<file path="config.mk">
export PLATFORM = sky130hd
export DESIGN_NAME = uart_tx_word_streamer
export DESIGN_NICKNAME = d
export VERILOG_FILES = /design/src/rtl/uart_tx_word_streamer.sv
export SDC_FILE = /design/constraint.sdc
export NUM_CORES = 1
export LEC_CHECK = 0
export CAP_MARGIN = 20
export CORE_MARGIN = 1
export CORE_UTILIZATION = 25
export CTS_CLUSTER_DIAMETER = 60
export DETAILED_ROUTE_END_ITERATION = 10
export DONT_BUFFER_PORTS = 1
export MAX_ROUTING_LAYER = met4
export SYNTH_ARGS = -nofsm -noshare
export SYNTH_HDL_FRONTEND = slang
export SYNTH_SLANG_ARGS = --single-unit
export TNS_END_PERCENT = 5
</file>
<file path="constraint.sdc">
create_clock -name clk -period 3.97 [get_ports clk]
set_input_delay 0.794 -clock clk [delete_from_list [all_inputs] [get_ports clk]]
set_output_delay 0.794 -clock clk [all_outputs]
set_load 0.01 [all_outputs]
</file>
<file path="src/rtl/uart_tx_word_streamer.sv">
// Word FIFO feeding a byte serializer that drives the UART TX byte handshake.
// Words go out least-significant byte first, back to back with no gap between words.
module uart_tx_word_streamer #(
    parameter int WORD_BYTES = 4,
    parameter int DEPTH      = 16
) (
    input  logic                          clk,
    input  logic                          rst,
    input  logic [8*WORD_BYTES-1:0]       in_data,
    input  logic                          in_valid,
    output logic                          in_ready,
    output logic [7:0]                    tx_data,
    output logic                          tx_valid,
    input  logic                          tx_ready,
    output logic [$clog2(DEPTH+1)-1:0]    fifo_count,
    output logic                          busy
);

    localparam int W  = 8 * WORD_BYTES;
    localparam int PW = $clog2(DEPTH);
    localparam int CW = $clog2(DEPTH + 1);
    localparam int IW = (WORD_BYTES > 1) ? $clog2(WORD_BYTES) : 1;

    typedef enum logic {S_IDLE, S_SEND} state_t;

    state_t          state, state_nx;
    logic [W-1:0]    mem [DEPTH];
    logic [PW-1:0]   wr_ptr, rd_ptr;
    logic [CW-1:0]   count;
    logic [W-1:0]    sh, sh_nx, sh_shift, head;
    logic [IW-1:0]   byte_idx, byte_idx_nx;
    logic [7:0]      tx_data_nx;
    logic            tx_valid_nx;
    logic            full, empty, push, pop, xfer, last_byte;

    assign full       = (count == CW'(DEPTH));
    assign empty      = (count == '0);
    assign push       = in_valid && !full;
    assign xfer       = tx_valid && tx_ready;
    assign last_byte  = (byte_idx == IW'(WORD_BYTES - 1));
    assign head       = mem[rd_ptr];
    assign sh_shift   = sh >> 8;
    assign in_ready   = !full;
    assign fifo_count = count;
    assign busy       = !empty || (state == S_SEND);

    always_ff @(posedge clk) begin
        if (push) begin
            mem[wr_ptr] <= in_data;
        end
    end

    // Pointers wrap naturally because DEPTH is a power of two.
    always_ff @(posedge clk) begin
        if (rst) begin
            wr_ptr <= '0;
            rd_ptr <= '0;
            count  <= '0;
        end else begin
            if (push) wr_ptr <= wr_ptr + PW'(1);
            if (pop)  rd_ptr <= rd_ptr + PW'(1);
            count <= count + CW'(push) - CW'(pop);
        end
    end

    always_ff @(posedge clk) begin
        if (rst) begin
            state    <= S_IDLE;
            sh       <= '0;
            byte_idx <= '0;
            tx_data  <= '0;
            tx_valid <= 1'b0;
        end else begin
            state    <= state_nx;
            sh       <= sh_nx;
            byte_idx <= byte_idx_nx;
            tx_data  <= tx_data_nx;
            tx_valid <= tx_valid_nx;
        end
    end

    always_comb begin
        state_nx    = state;
        sh_nx       = sh;
        byte_idx_nx = byte_idx;
        tx_data_nx  = tx_data;
        tx_valid_nx = tx_valid;
        pop         = 1'b0;
        case (state)
            S_IDLE: begin
                if (!empty) begin
                    pop         = 1'b1;
                    sh_nx       = head;
                    byte_idx_nx = '0;
                    tx_data_nx  = head[7:0];
                    tx_valid_nx = 1'b1;
                    state_nx    = S_SEND;
                end
            end
            S_SEND: begin
                tx_valid_nx = 1'b1;
                if (xfer) begin
                    if (!last_byte) begin
                        sh_nx       = sh_shift;
                        byte_idx_nx = byte_idx + IW'(1);
                        tx_data_nx  = sh_shift[7:0];
                    end else if (!empty) begin
                        // Reload on the final-byte edge so consecutive words have no bubble.
                        pop         = 1'b1;
                        sh_nx       = head;
                        byte_idx_nx = '0;
                        tx_data_nx  = head[7:0];
                    end else begin
                        tx_valid_nx = 1'b0;
                        state_nx    = S_IDLE;
                    end
                end
            end
            default: state_nx = S_IDLE;
        endcase
    end

endmodule

</file>
==> out/metrics.cfg <==
[logic_synthesis]
ys_dominant_reg_cell = edfxtp_1
ys_seq_area_share_pct = 75.6
syn_area_um2 = 21700
syn_nets = 1082
syn_area_per_cell_um2 = 21.0
synth_cell_type_count = 51
ys_seq_elements = 565
syn_inst = 1034
yosys_warnings = 0
synth_edf_count = 512
ys_async_sr_fraction_pct = 0

[clock_network]
cts.sinks = 565
path_clk_slew_ns = 0.06
postCtsSetupBuffers = 0
clockBufferDepth = 3
htreeDepth = 2
clock-root-buffer = clkbuf_16
cts_resized = 0
clock_latency_ns = 0.59
cts_buffers = 53
cts_tree = yes
ctsHoldBuffers = 0

[status]
status = completed

[die]
core_area_um2 = 85700
rows = 107
fp.dieW_um = 297
die_h_um = 297
die_area_um2 = 88100
initial_core_util_pct = 25.4
ioPinCount = 52

[place]
place_congestion = 0.814
hpwl_um = 32400
dp_slack_ns = 1.04
numPortBuffers = 0

[setup_path]
start_kind = register
cp_max_fo = 17
critPathCaptureType = register
crit_required_ns = 4.23
rr_startpoint = fifo_count[3]
crit_type = reg -> reg
critPathLaunch = fifo_count[3]
worstPathArrival_ns = 3.20

[timing]
holdWs_ns = 0.278
timing.fmax_mhz = 340
hold_viol_final = 0
drv_slew = 0
setup_ws_ns = 1.03
rsz0062_at_grt = false
setup_viol = 0
relSlewSlack_pct = 38.5
fin_crit_ns = 2.94
finClkSkew_ns = 0.0211
worstMarginPinSlew_ns = 0.922
fin_crit_sh_pct = 74.0

[routing]
wl_per_cell_um = 22.4
num_vias = 10200
first_pass_iters = 5
ant_nets = 0
drc = 0
vias_per_cell = 4.53
drtIter0Drc = 846
wirelength_um = 50500

[finish]
syn_to_final_growth_pct = 15.5
final_util_pct = 29.3
drive_above_1_share_pct = 23.4
fillers = 8335
multi_input_comb_area_um2 = 5050
seqCellArea_um2 = 16500
fin_nets = 1114
diodes = 0

[global_routing]
grt_pass1_wl_um = 74400
antenna_found_initial = 1
grt_usage_pct = 11.7
gr-total-overflow = 0
grt_pass1_vias = 10500
grt_max_degree = 48

[job]
maxCapViolCount = 0

[worst_hold_path]
hold_class = in -> reg
hold_start = rst

[power]
vdd_ir_drop_max_uv = 382
p_per_area_nw_per_um2 = 573
total_leakage_power_nw = 7.50
total_power_mw = 14.4

## cell usage in the layout (no fill, tap or decap), types with 3 or more instances in the layout
cell and count:
nand2_1 13, nor2_1 20, nand2b_1 3, nor2b_1 32, clkbuf_16 54, nor3_2 3
inv_1 12, mux4_1 13, ha_1 11, mux2_2 7, o221ai_1 24, clkbuf_1 12
mux4_2 111, edfxtp_1 512, a221o_1 7, xnor2_1 5, mux2i_1 40, clkinv_2 13
dfxtp_4 4, clkinv_1 6, clkbuf_8 3, dfxtp_1 49, buf_12 10, nand3_1 6
a211oi_1 50, bufinv_16 4, nor2_4 12, a21oi_1 7, xor2_1 3, buf_4 24
## critical path: stages, from the launching register on
cell	delay (ns)
dfxtp_1	0.41
inv_1	0.10
ha_1	0.23
nand4bb_1	0.12
and2_0	0.43
nand2_1	0.36
nor2_4	0.56
buf_4	0.39
## logic make-up after synthesis
| group | synth area share (%) |
|---|---|
| multiplexers | 15.3 |
| adder cells (fa/ha/maj) | 0.725 |
| XOR/XNOR | 0.322 |
| flip-flops | 75.6 |
| AO/OA/AOI/OAI | 3.81 |
| AND/OR/NAND/NOR | 2.57 |
| buffers and inverters | 1.67 |
## synthesized netlist by cell type (all sizes together), types with 2 or more instances
master	instances	area, um2
a211oi	51	388
a21oi	9	60.1
a221o	7	70.1
a31oi	2	12.5
and2	3	18.8
and3	2	12.5
buf	36	235
clkbuf	21	80.1
dfxtp	53	1060
edfxtp	512	15400
ha	11	138
inv	12	45.0
mux2	7	78.8
mux2i	40	400
mux4	124	2840
nand2	13	48.8
nand2b	3	18.8
nand3	6	30.0
nand4	2	12.5
nor2	32	120
nor2b	32	200
nor3	5	25.0
o2111ai	2	17.5
o211ai	2	15.0
o221ai	24	210
xnor2	5	43.8
xor2	3	26.3
## stage by stage
step	TNS (ns)	instances	area [um2]
2_1_floorplan	-2.09	1034	21700
3_3_place_gp	0	2155	23400
3_5_place_dp	0	2155	23400
4_1_cts	0	2253	25100
6_report	0	2253	25100
5_1_grt	0	2253	25100
## layout make-up
type                    instances  area share (%)
flip-flops and latches        565            65.6
multi-input cells             399            20.1
clock buffers                  69            5.73
well taps                    1144            5.70
repair buffers                 34            1.52
clock inverters                29            1.17
inverters                      13           0.194
## final timing paths
check | to | slack (ns) | cells past startpoint
setup reg to reg | mem[8][13] | 1.03 | 7
setup / recovery | mem[8][13] | 1.03 | 7
hold / removal | register | 0.28 | 1
hold reg to reg | sh[30] | 0.50 | 1
## per-layer routing
metal	global-route usage [%]	part of all wire (%)
met5	-	0
met4	2.77	2.0
met3	2.99	8.1
met2	18.2	47
met1	15.4	42
## power breakdown
group / switching [mW] / internal, mW
logic: 1.10 / 0.961
registers: 0.457 / 6.85
clock network: 2.18 / 2.84
total: 3.73 / 10.6
## flip-flops by register name, summed over array words and instances (netlist names), 2 cells and up, named ones only
name	cells
mem	512
sh	24
tx_data	8
fifo_count	5
rd_ptr	4
wr_ptr	4
byte_idx	2
Note: power is estimated with default switching activity, not from simulation.
